### src/rtl/step_pkg.sv
// Shared types and constants for the step move scheduler.
// Holds the scheduler state enum and the constant step-period lookup.
package step_pkg;

   localparam int unsigned LevelW   = 4;
   localparam int unsigned MinLevel = 1;

   typedef enum logic [2:0] {
      StIdle,
      StAccel,
      StCruise,
      StDecel,
      StSettle
   } state_e;

   // P(L) = base * (16 - L), built from a constant multiplier table.
   function automatic int unsigned period_of(input logic [LevelW-1:0] lvl,
                                             input int unsigned       base);
      int unsigned mult;
      case (lvl)
         4'd1:    mult = 15;
         4'd2:    mult = 14;
         4'd3:    mult = 13;
         4'd4:    mult = 12;
         4'd5:    mult = 11;
         4'd6:    mult = 10;
         4'd7:    mult = 9;
         4'd8:    mult = 8;
         4'd9:    mult = 7;
         4'd10:   mult = 6;
         4'd11:   mult = 5;
         4'd12:   mult = 4;
         4'd13:   mult = 3;
         4'd14:   mult = 2;
         4'd15:   mult = 1;
         default: mult = 15;
      endcase
      return base * mult;
   endfunction

endpackage

### src/rtl/step_period_timer.sv
// Loadable down-counter with a zero flag; times both step periods and the
// post-move settle interval.
module step_period_timer #(
   parameter int unsigned DIV_W = 24
) (
   input  logic             clk_i,
   input  logic             rst_ni,
   input  logic             load_i,
   input  logic [DIV_W-1:0] load_val_i,
   output logic             zero_o
);

   logic [DIV_W-1:0] count_q;

   always_ff @(posedge clk_i or negedge rst_ni) begin
      if (!rst_ni) begin
         count_q <= '0;
      end else if (load_i) begin
         count_q <= load_val_i;
      end else if (count_q != '0) begin
         count_q <= count_q - 1'b1;
      end
   end

   assign zero_o = (count_q == '0);

endmodule

### src/rtl/step_move_scheduler.sv
// Move-level step scheduler: accepts a move command and emits step pulses
// with a linear accel/cruise/decel ramp, then settles and pulses done.
module step_move_scheduler
   import step_pkg::*;
#(
   parameter int unsigned BASE_PERIOD   = 50000,
   parameter int unsigned RAMP_STEPS    = 8,
   parameter int unsigned SETTLE_CYCLES = 100000,
   parameter int unsigned STEP_W        = 16,
   parameter int unsigned DIV_W         = 24
) (
   input  logic              clk_i,
   input  logic              rst_ni,
   input  logic              cmd_valid_i,
   output logic              cmd_ready_o,
   input  logic [STEP_W-1:0] cmd_steps_i,
   input  logic              cmd_dir_i,
   input  logic [3:0]        cmd_speed_i,
   input  logic              abort_i,
   output logic              make_step_o,
   output logic              dir_out_o,
   output logic              busy_o,
   output logic              done_o,
   output logic [3:0]        cur_level_o,
   output logic [STEP_W-1:0] steps_left_o
);

   localparam int unsigned CntW = $clog2(RAMP_STEPS + 1);
   localparam logic [CntW-1:0]   RampCnt   = CntW'(RAMP_STEPS);
   localparam logic [DIV_W-1:0]  SettleVal = DIV_W'(SETTLE_CYCLES - 1);
   localparam logic [LevelW-1:0] LvlMin    = LevelW'(MinLevel);

   state_e              state_q, state_d;
   logic                dir_q, dir_d;
   logic [STEP_W-1:0]   sl_q, sl_d;
   logic [STEP_W-1:0]   up_q, up_d;
   logic [LevelW-1:0]   lvl_q, lvl_d;
   logic [LevelW-1:0]   tgt_q, tgt_d;
   logic [CntW-1:0]     lvl_cnt_q, lvl_cnt_d, lvl_cnt_inc;
   logic                tmr_load, tmr_zero;
   logic [DIV_W-1:0]    tmr_val;

   step_period_timer #(
      .DIV_W (DIV_W)
   ) u_timer (
      .clk_i      (clk_i),
      .rst_ni     (rst_ni),
      .load_i     (tmr_load),
      .load_val_i (tmr_val),
      .zero_o     (tmr_zero)
   );

   always_ff @(posedge clk_i or negedge rst_ni) begin
      if (!rst_ni) begin
         state_q   <= StIdle;
         dir_q     <= 1'b0;
         sl_q      <= '0;
         up_q      <= '0;
         lvl_q     <= '0;
         tgt_q     <= '0;
         lvl_cnt_q <= '0;
      end else begin
         state_q   <= state_d;
         dir_q     <= dir_d;
         sl_q      <= sl_d;
         up_q      <= up_d;
         lvl_q     <= lvl_d;
         tgt_q     <= tgt_d;
         lvl_cnt_q <= lvl_cnt_d;
      end
   end

   always_comb begin
      state_d     = state_q;
      dir_d       = dir_q;
      sl_d        = sl_q;
      up_d        = up_q;
      lvl_d       = lvl_q;
      tgt_d       = tgt_q;
      lvl_cnt_d   = lvl_cnt_q;
      lvl_cnt_inc = lvl_cnt_q + 1'b1;
      tmr_load    = 1'b0;
      tmr_val     = '0;
      make_step_o = 1'b0;
      done_o      = 1'b0;
      unique case (state_q)
         StIdle: begin
            if (cmd_valid_i && !abort_i) begin
               dir_d     = cmd_dir_i;
               sl_d      = cmd_steps_i;
               tgt_d     = (cmd_speed_i == '0) ? LvlMin : cmd_speed_i;
               up_d      = '0;
               lvl_cnt_d = '0;
               tmr_load  = 1'b1;
               if (cmd_steps_i == '0) begin
                  state_d = StSettle;
                  lvl_d   = '0;
                  tmr_val = SettleVal;
               end else begin
                  state_d = (tgt_d == LvlMin) ? StCruise : StAccel;
                  lvl_d   = LvlMin;
                  tmr_val = DIV_W'(period_of(LvlMin, BASE_PERIOD) - 1);
               end
            end
         end
         StAccel, StCruise, StDecel: begin
            if (abort_i) begin
               state_d  = StSettle;
               lvl_d    = '0;
               tmr_load = 1'b1;
               tmr_val  = SettleVal;
            end else if (tmr_zero) begin
               make_step_o = 1'b1;
               sl_d        = sl_q - 1'b1;
               tmr_load    = 1'b1;
               if (sl_d == '0) begin
                  state_d = StSettle;
                  lvl_d   = '0;
                  tmr_val = SettleVal;
               end else begin
                  if (state_q == StAccel) up_d = up_q + 1'b1;
                  // Decel trigger wins over a level-up on the same step.
                  if (state_q != StDecel && sl_d <= up_d) begin
                     state_d   = StDecel;
                     lvl_cnt_d = '0;
                  end else if (state_q != StCruise) begin
                     if (lvl_cnt_inc == RampCnt) begin
                        lvl_cnt_d = '0;
                        if (state_q == StAccel) begin
                           lvl_d = lvl_q + 1'b1;
                           if (lvl_d == tgt_q) state_d = StCruise;
                        end else if (lvl_q > LvlMin) begin
                           lvl_d = lvl_q - 1'b1;
                        end
                     end else begin
                        lvl_cnt_d = lvl_cnt_inc;
                     end
                  end
                  tmr_val = DIV_W'(period_of(lvl_d, BASE_PERIOD) - 1);
               end
            end
         end
         StSettle: begin
            if (tmr_zero) begin
               done_o  = 1'b1;
               state_d = StIdle;
            end
         end
         default: state_d = StIdle;
      endcase
   end

   assign cmd_ready_o  = (state_q == StIdle) && !abort_i;
   assign busy_o       = (state_q != StIdle) && !done_o;
   assign dir_out_o    = dir_q;
   assign cur_level_o  = lvl_q;
   assign steps_left_o = sl_q;

endmodule

### config.mk
export PLATFORM = sky130hd
export DESIGN_NAME = step_move_scheduler
export DESIGN_NICKNAME = d
export VERILOG_FILES = /design/src/rtl/step_pkg.sv /design/src/rtl/step_period_timer.sv /design/src/rtl/step_move_scheduler.sv
export SDC_FILE = /design/constraint.sdc
export NUM_CORES = 1
export LEC_CHECK = 0
export CAP_MARGIN = 20
export CORE_ASPECT_RATIO = 1.25
export CORE_MARGIN = 1
export CORE_UTILIZATION = 54
export CTS_CLUSTER_SIZE = 24
export DETAILED_ROUTE_END_ITERATION = 16
export PLACE_DENSITY = 0.89
export SLEW_MARGIN = 20
export SYNTH_ARGS = -nofsm -noshare
export SYNTH_HDL_FRONTEND = slang
export SYNTH_SLANG_ARGS = --single-unit
### constraint.sdc
create_clock -name clk_i -period 8.3 [get_ports clk_i]
set_clock_uncertainty 0.1 [all_clocks]
set_input_delay 2.075 -clock clk_i [delete_from_list [all_inputs] [get_ports clk_i]]
set_output_delay 2.075 -clock clk_i [all_outputs]
set_load 0.02 [all_outputs]
# [Word level (Yosys, flattened, before mapping)]
# Memories as Yosys holds them, arrays and structs flattened.
# Index checks and enable logic that the tools add are counted.
[word_totals] romBits=64 output_inout_bits=25 reg_bits=72 latch_bits=0 wordCells=131 inputBits=25 ramBits=0 n_memories=1
[op_classes] add_sub_neg=7 mux=70 n_lt_le_gt_ge=2 div=0 eq_ne=20 n_bitwise=0 multipliers=1 n_reduce_logical=22 shift=0
[memory_table] memory="(name not given)" depth=16 word_bits=4 rd=1 rd_ports_with_merged_regs=0 write_ports=0 line="step_pkg.sv:20" source="case (lvl)"
[ops] cell="2-to-1 mux 16 bit" n=12
[ops] cell="2-to-1 mux 32 bit" n=4
[ops] cell="2-to-1 mux 24 bit" n=5
[ops] cell="2-to-1 mux 4 bit" n=21
[ops] cell="one-hot mux 16 bit (2 select lines)" n=2
[ops] cell="one-hot mux 24 bit (2 select lines)" n=1
[ops] cell="subtractor 24 x 1 -> 24 bit, second input constant" n=2
[ops] cell="2-to-1 mux 20 bit" n=2
[ops] cell="2-to-1 mux 3 bit" n=11
[ops] cell="logical NOT 16 bit" n=2
[ops] cell="multiplier 12 x 32 -> 20 bit, first input constant" n=1
[ops] cell="logical NOT 24 bit" n=1
[ops] cell="nonzero test 24 bit" n=1
[ops] cell="inequality test 5 bit, second input constant" n=4
[ops] cell="adder 16 x 1 -> 16 bit, second input constant" n=1
[ops] cell="less-or-equal comparator 16 bit" n=1
[ops] cell="one-hot mux 4 bit (2 select lines)" n=2
[ops] cell="subtractor 16 x 1 -> 16 bit, second input constant" n=1
[ops] cell="inequality test 2 bit, second input constant" n=5
[ops] cell="one-hot mux 3 bit (3 select lines)" n=1
[ops] cell="adder 4 x 1 -> 4 bit, second input constant" n=2
[ops] cell="2-to-1 mux 1 bit" n=7
[ops] cell="AND reduction 7 bit" n=1
[ops] cell="== test 3 x 2 -> 1 bit, second input constant" n=2
[ops] cell="23 further kinds" n=30

# [Logic depth before layout (Yosys ltp)]
# An unclocked memory read counts as a cell.
[logic_depth] depth_word=25 ltp_mapped=34 depth_no_buf=33

# [Cells and area by module]
# A second synthesis with hierarchy kept.
[hier_totals] cells_unflattened=780 area_unflattened_um2=6429.9
[by_module_without_submodules] mod="step_move_scheduler" area_each_um2=4944.7 seq_area_each_um2=1201.2 n_inst=1 cells_each=624
[by_module_without_submodules] mod="step_period_timer" area_each_um2=1485.2 seq_area_each_um2=600.6 n_inst=1 cells_each=156

# [Worst setup path before layout]
# OpenSTA, ideal clock, no wires.
[synth_path] path_type="register to register" from="reg state_q[1]" to="reg u_timer.count_q[21]" synth_period_minus_slack_ns=8.017 setup_time_ns=0.145 path_stages_with_launch=33 n_path_buf=1 t_arrival_ns=7.772 setup_slack_ns=0.283 required_time_ns=8.055 path_cell_list="dfrtp_1 clkbuf_1 nor3b_2 nand3_1 nor2_1 and4_1 nand3_1 xor2_1 ha_1 nand4_1 nor4_1 a21bo_2 and4_1 nor2_2 o21ai_0 xnor2_1 ha_1 mux2_2 a21o_1 ha_1 ha_1 fa_1 ha_1 fa_1 a21oi_1 o21ai_0 a21oi_1 xor2_1 and2_1 and4_1 o2111ai_1 xnor2_1 o32ai_1"
[synth_between] elab_chain_len=25 word_cells_on_any_way=36 classes_between="add/sub (1); mul (1); order compare (1); eq/ne (5); mux (23); reduce/logical (4); memory (1)"
[synth_lines] element="from (decl)" line="step_move_scheduler.sv:33" source="state_e state_q, state_d;"
[synth_lines] element="from (signal assigned)" line="step_move_scheduler.sv:55" source="state_q <= StIdle;"
[synth_lines] element="from (signal assigned)" line="step_move_scheduler.sv:63" source="state_q <= state_d;"
[synth_lines] element="== test 3 x 1 -> 1 bit" line="step_move_scheduler.sv:86, step_move_scheduler.sv:121, step_move_scheduler.sv:129"
[synth_lines] element="2-to-1 mux 16 bit" line="step_move_scheduler.sv:121" source="if (state_q == StAccel) up_d = up_q + 1'b1;"
[synth_lines] element="2-to-1 mux 16 bit" line="step_move_scheduler.sv:116" source="if (sl_d == '0) begin"
[synth_lines] element="2-to-1 mux 16 bit" line="step_move_scheduler.sv:112" source="end else if (tmr_zero) begin"
[synth_lines] element="2-to-1 mux 16 bit" line="step_move_scheduler.sv:107" source="if (abort_i) begin"
[synth_lines] element="2-to-1 mux 16 bit" line="step_move_scheduler.sv:86" source="unique case (state_q)"
[synth_lines] element="less-or-equal comparator 16 bit" line="step_move_scheduler.sv:123" source="if (state_q != StDecel && sl_d <= up_d) begin"
[synth_lines] element="logical AND 1 bit" line="step_move_scheduler.sv:123"
[synth_lines] element="[... 9 more ...]"
[synth_lines] element="2-to-1 mux 32 bit" line="step_move_scheduler.sv:86"
[synth_lines] element="multiplier 12 x 32 -> 20 bit" line="step_pkg.sv:38" source="return base * mult;"
[synth_lines] element="subtractor 24 x 1 -> 24 bit" line="step_move_scheduler.sv:139" source="tmr_val = DIV_W'(period_of(lvl_d, BASE_PERIOD) - 1);"
[synth_lines] element="2-to-1 mux 24 bit" line="step_move_scheduler.sv:116"
[synth_lines] element="2-to-1 mux 24 bit" line="step_move_scheduler.sv:112"
[synth_lines] element="2-to-1 mux 24 bit" line="step_move_scheduler.sv:107"
[synth_lines] element="one-hot mux 24 bit (2 select lines)" line="step_move_scheduler.sv:86"
[synth_lines] element="2-to-1 mux 24 bit" line="step_period_timer.sv:18" source="end else if (load_i) begin"
[synth_lines] element="to (signal assigned)" line="step_period_timer.sv:19" source="count_q <= load_val_i;"
[synth_lines] element="to (signal assigned)" line="step_period_timer.sv:21" source="count_q <= count_q - 1'b1;"
[synth_lines] element="to (decl)" line="step_period_timer.sv:13" source="logic [DIV_W-1:0] count_q;"
# Several ways; a longest one is shown, not always the timed one. The select of a mux whose other input is x is not followed.
# A chain may end at the register's enable or synchronous reset.

# [Worst setup path after layout]
[layout_path] from="reg sl_q[0], in the netlist steps_left_o[0]" to="reg u_timer.count_q[22]"
[layout_between] elab_chain_len=20 word_cells_on_any_way=21 classes_between="add/sub (2); mul (1); order compare (1); mux (14); reduce/logical (2); memory (1)"
[layout_lines] element="from (decl)" line="step_move_scheduler.sv:35" source="logic [STEP_W-1:0] sl_q, sl_d;"
[layout_lines] element="from (signal assigned)" line="step_move_scheduler.sv:65" source="sl_q <= sl_d;"
[layout_lines] element="subtractor 16 x 1 -> 16 bit *" line="step_move_scheduler.sv:114" source="sl_d = sl_q - 1'b1;"
[layout_lines] element="less-or-equal comparator 16 bit" line="step_move_scheduler.sv:123"
[layout_lines] element="logical AND 1 bit" line="step_move_scheduler.sv:123"
[layout_lines] element="2-to-1 mux 4 bit" line="step_move_scheduler.sv:123"
[layout_lines] element="2-to-1 mux 4 bit" line="step_move_scheduler.sv:116"
[layout_lines] element="2-to-1 mux 4 bit" line="step_move_scheduler.sv:112"
[layout_lines] element="2-to-1 mux 4 bit" line="step_move_scheduler.sv:107"
[layout_lines] element="2-to-1 mux 4 bit" line="step_move_scheduler.sv:86"
[layout_lines] element="[... 4 more ...]"
[layout_lines] element="2-to-1 mux 32 bit" line="step_move_scheduler.sv:86"
[layout_lines] element="multiplier 12 x 32 -> 20 bit" line="step_pkg.sv:38"
[layout_lines] element="subtractor 24 x 1 -> 24 bit" line="step_move_scheduler.sv:139"
[layout_lines] element="2-to-1 mux 24 bit *" line="step_move_scheduler.sv:116"
[layout_lines] element="2-to-1 mux 24 bit *" line="step_move_scheduler.sv:112"
[layout_lines] element="2-to-1 mux 24 bit *" line="step_move_scheduler.sv:107"
[layout_lines] element="one-hot mux 24 bit (2 select lines) *" line="step_move_scheduler.sv:86"
[layout_lines] element="2-to-1 mux 24 bit *" line="step_period_timer.sv:18"
# Mark *: on every way between the ends. The rest lies on a longest branch, timed or not. The select of a mux whose other input is x is not followed.

==> results <==
- For this run, design rule violations remaining after detail routing come to 0.
- The smallest setup slack after layout is just under 0.4 ns.
- The summed negative setup slack over all endpoints is 0 ns.
- The nature of the critical path endpoint is a register.
- The run finished with clean final reports.
- The overall die area is approximately 13000 µm².
- The remaining number of nets flagged by the antenna check after routing is 0.
- The fraction of the mapped netlist area in compound gates is 18.0%.
- The clock period minus final worst setup slack is approximately 7.9 ns.
- Hold repair after CTS inserted 0 buffers.
- The share of cells above drive strength 1 is under 10%.
- The critical path is of the reg -> reg type.
- The ratio of total power to cell area is ~290 nW/µm².
- The yosys synthesis warning count is 0.
- The horizontal die dimension is approximately 100 µm.
- Setup violations remaining at the end of the flow were counted as 0.
- The maximum clock rate is 0.126 GHz.
- The proportion of register bits with asynchronous set or reset after synthesis is 100%.
- The number of global-route vias before repair was 5977.
- The detailed router finished its first iteration with 483 violations.
- The synthesized netlist devotes a little over a tenth of its cell area to adder and majority cells.
- In this run the static leakage power is roughly 0.0031 µW.
- For the worst-skew pair, the clock arrives at the later sink with an insertion delay of ~0.34 ns.
- The synthesized netlist occupies a cell area of approximately 6500 µm².
- The number of sinks driven by the clock tree is just over 70.
- The min-delay analysis places its worst path in the category reg -> reg.
- The hold violation count in the final report is 0.
- The remaining global-route overflow is 0.
- The area overhead of the layout relative to synthesis is 17.0%.
- The half-perimeter wire length after detailed placement is approximately 13 mm.
- 50 I/O pins were placed.
- The height of the chip is ~120 µm.
- In this run the worst setup path begins at steps_left_o[0].
- The share of the yosys chip area belonging to registers is between 20% and 30%.
- The cell at the root of the clock tree is sky130_fd_sc_hd__clkbuf_16.
- Across every metal layer, demand over resource in global routing totals around 28%.
- The slowest library cell on the worst path is sky130_fd_sc_hd__dfrtp_2.
- After synthesis, the share of cell area in mux cells is under 10%.
- The post-synthesis register bit count is between 70 and 80.
- The clock-pin slew reported for the worst setup and hold paths after clock tree synthesis is about 0.060 ns.
- The delay contributed by the slowest stage of the critical path is roughly 0.47 ns.
- The number of placement rows is 44.
- At the end of the flow the core is filled with cells to 65.3%.
- The number of fillers in the final layout is 948.
- The count of cells in the finished layout, fillers not included, comes to around 1000.
- Setup repair after global routing left no endpoint under its margin.
- Among all flip-flop cells after synthesis, the most frequent one is sky130_fd_sc_hd__dfrtp_1.
- The worst hold path begins at dir_out_o.
- The number of antenna diodes in the final layout is 0.
- Yosys mapped a number of flops with a built-in enable equal to 0.
- The first-pass detailed-route iteration total is 5.
- Along the worst path, the maximum fanout reaches 10.
- The number of cells produced by synthesis is 796.
- The H-tree depth is 3.
- The overall routed net length is 17.3 mm.
- The cell class contributing the biggest share of worst-path delay is adder cells.
- For this block, the via count after detailed routing is around 6300.
- The count of max-cap constraint violations is 0.
- The count of distinct cell types in the synthesized netlist is 73.
- The endpoint arrival time on the critical path is 8.08 ns.
- In this run the standard cell core region covers 11700 µm².
- The number of antenna violations at the first check in global routing is 0.
- The final layout contains 925 nets.
- The combinational family with the most area after synthesis is simple AND/OR/NAND/NOR gates.
- Of the available clock period, the critical path in the final layout requires a little over nine tenths.
- The simple logic cell fraction of the synthesized area is about a quarter.
- The total of buffers placed on input and output ports is 49.
- The launch instance of the worst register-to-register path is steps_left_o[0].
- The buffering stage count on the worst path with inverters included is 2.
- When the netlist entered floorplanning its net count stood at between 800 and 900.
- The vias per cell is a little over 6.
- Entering global routing, the biggest net connects 73 pins.
- IR analysis of the VDD net gives a maximum drop of ~150 µV.
- The total placed cells including tap cells is ~990.
- The xor and xnor fraction of the mapped netlist area is 10.6%.
- The global-route wire length before repair is 28.3 mm.
- At the placement stage, the worst setup path has a slack of -0.177 ns.
- Counting stages on the worst path, the most repeated cell is sky130_fd_sc_hd__ha_1.
- At the end of routability-driven placement, the weighted congestion stood at between 0.9 and 1.
- The mean area per synthesized cell is 8.18 µm².
- The number of buffers inserted during clock tree synthesis is 9.
- The initial utilization of the core area, before any placement, comes to a little under three fifths.
- STA classifies the critical path startpoint as a register.
- The data required time of the worst path is roughly 8.5 ns.
- The maximum clock path buffer count is 2.
- TritonCTS built the clock tree.
- The measured slew at the worst slew-check pin is ~1.1 ns.
- The number of pins with negative max-slew slack in the final report is 0.
- In the final routed layout, each cell accounts on average for roughly 17 µm.
- In this run the tightest slew margin relative to its limit is 28.1%.
==> cell usage after synthesis, types with 2 or more instances <==
cell / instances / area (µm²)
sky130_fd_sc_hd__a21o_1: 9 / 67.6
sky130_fd_sc_hd__a21oi_1: 42 / 210
sky130_fd_sc_hd__a21oi_2: 2 / 17.5
sky130_fd_sc_hd__a22oi_1: 5 / 37.5
sky130_fd_sc_hd__a311oi_1: 2 / 17.5
sky130_fd_sc_hd__a31oi_1: 8 / 50.1
sky130_fd_sc_hd__and2_1: 9 / 56.3
sky130_fd_sc_hd__and3_1: 4 / 25.0
sky130_fd_sc_hd__and4_1: 4 / 35.0
sky130_fd_sc_hd__buf_1: 4 / 15.0
sky130_fd_sc_hd__buf_2: 7 / 35.0
sky130_fd_sc_hd__clkbuf_1: 24 / 90.1
sky130_fd_sc_hd__dfrtp_1: 72 / 1800
sky130_fd_sc_hd__fa_1: 2 / 40.0
sky130_fd_sc_hd__ha_1: 54 / 676
sky130_fd_sc_hd__inv_1: 27 / 101
sky130_fd_sc_hd__mux2i_1: 21 / 210
sky130_fd_sc_hd__nand2_1: 100 / 375
sky130_fd_sc_hd__nand2b_1: 3 / 18.8
sky130_fd_sc_hd__nand3_1: 23 / 115
sky130_fd_sc_hd__nand4_1: 15 / 93.8
sky130_fd_sc_hd__nor2_1: 71 / 267
sky130_fd_sc_hd__nor2b_1: 8 / 50.1
sky130_fd_sc_hd__nor3_1: 26 / 130
sky130_fd_sc_hd__nor3_2: 2 / 20.0
sky130_fd_sc_hd__nor3b_1: 5 / 37.5
sky130_fd_sc_hd__nor4_1: 9 / 56.3
sky130_fd_sc_hd__nor4b_1: 2 / 17.5
sky130_fd_sc_hd__o2111ai_1: 5 / 43.8
sky130_fd_sc_hd__o211ai_1: 5 / 37.5
sky130_fd_sc_hd__o21a_1: 5 / 37.5
sky130_fd_sc_hd__o21ai_0: 56 / 280
sky130_fd_sc_hd__o22a_1: 3 / 26.3
sky130_fd_sc_hd__o22ai_1: 3 / 18.8
sky130_fd_sc_hd__o31ai_1: 17 / 128
sky130_fd_sc_hd__o32ai_1: 5 / 43.8
sky130_fd_sc_hd__or2_2: 3 / 18.8
sky130_fd_sc_hd__or3_1: 14 / 87.6
sky130_fd_sc_hd__or3b_2: 3 / 26.3
sky130_fd_sc_hd__or4_1: 5 / 37.5
sky130_fd_sc_hd__or4_4: 3 / 33.8
sky130_fd_sc_hd__xnor2_1: 54 / 473
sky130_fd_sc_hd__xor2_1: 25 / 219
==> logic make-up (layout without fill, tap and decap cells) <==
kind of cell,Yosys count,in the layout
and+or+nand+nor,320,320
AOI/OAI and AO/OA,182,182
xor gates and xnor gates,79,79
DFF,72,72
buffers and inverters,64,116
adders and majority gates,56,56
muxes,23,23
==> layer usage <==
layer	part of all wire, %	GRT usage [%]	vias up	wire length [µm]
met3	6.2	3.87	57	1070
met5	0	0	-	0
met2	51	50.1	257	8810
li1	-	-	2967	-
met4	3.9	14.2	0	681
met1	39	32.8	2973	6710
==> layout by cell type (no fill, tap or decap), types with 9 or more instances in the layout <==
cell / netlist / routed
sky130_fd_sc_hd__a21o_1: 9 / 9
sky130_fd_sc_hd__and2_1: 9 / 9
sky130_fd_sc_hd__clkdlybuf4s50_1: 0 / 48
sky130_fd_sc_hd__xor2_1: 25 / 25
sky130_fd_sc_hd__dfrtp_1: 72 / 71
sky130_fd_sc_hd__inv_1: 27 / 27
sky130_fd_sc_hd__buf_4: 0 / 26
sky130_fd_sc_hd__o31ai_1: 17 / 16
sky130_fd_sc_hd__nand4_1: 15 / 15
sky130_fd_sc_hd__or3_1: 14 / 13
sky130_fd_sc_hd__o21ai_0: 56 / 56
sky130_fd_sc_hd__nor3_1: 26 / 24
sky130_fd_sc_hd__nand2_1: 100 / 100
sky130_fd_sc_hd__mux2i_1: 21 / 20
sky130_fd_sc_hd__a21oi_1: 42 / 40
sky130_fd_sc_hd__clkbuf_16: 0 / 9
sky130_fd_sc_hd__xnor2_1: 54 / 52
sky130_fd_sc_hd__ha_1: 54 / 53
sky130_fd_sc_hd__nor2_1: 71 / 71
sky130_fd_sc_hd__nand3_1: 23 / 23
==> registers in the layout, summed over array words and instances (netlist names) <==
| name | cells |
|---|---|
| cur_level_o | 4 |
| dir_out_o | 1 |
| lvl_cnt_q | 4 |
| state_q | 3 |
| steps_left_o | 16 |
| tgt_q | 4 |
| u_timer.count_q | 24 |
| up_q | 16 |
==> power breakdown <==
part           total, µW  switching (µW)  internal [µW]
clock network        380             147            233
logic               1220             729            493
registers            588             135            453
==> worst min-delay path, stage by stage, from the launching register on <==
cell and delay (ns):
sky130_fd_sc_hd__dfrtp_1 0.34, sky130_fd_sc_hd__nand2_1 0.06, sky130_fd_sc_hd__nand2_1 0.06
==> through the flow <==
step | instance area [µm²] | power (µW) | hold WS, ns
floorplan | 6510 | 1370 | 0.360
global placement | 7180 | 1690 | 0.359
detailed placement | 7180 | 1730 | 0.382
CTS | 7490 | 2120 | 0.395
global route | 7620 | 2340 | 0.416
finish | 7620 | 2190 | 0.390
==> path summary, 6_finish.rpt <==
kind / end / slack (ns) / depth (start not counted)
max: u_timer.count_q[22] / 0.39 / 32
min: dir_out_o / 0.39 / 2
max reg2reg: u_timer.count_q[22] / 0.39 / 32
min reg2reg: dir_out_o / 0.39 / 2
max in group asynchronous: steps_left_o[0] / 5.69 / 1
min in group asynchronous: steps_left_o[10] / 1.76 / 1
==> layout make-up <==
type / instances / area (µm²) / share of cell area [%]
inverters: 27 / 101 / 1.33
well taps: 161 / 201 / 2.64
clock buffers: 13 / 280 / 3.68
flip-flops and latches: 72 / 1800 / 23.7
repair buffers: 74 / 676 / 8.87
multi-input cells: 660 / 4540 / 59.6
clock inverters: 2 / 12.5 / 0.164
==> what timing repair did <==
| item | 4_1_cts | 5_1_grt |
|---|---|---|
| setup endpoints to repair | 6 | 10 |
| setup buffers | 0 | 7 |
| hold endpoints to repair | 0 | 0 |
| pin swaps | 0 | 8 |
| gates resized for setup | 3 | 17 |
(Power assumes the default switching activity.)
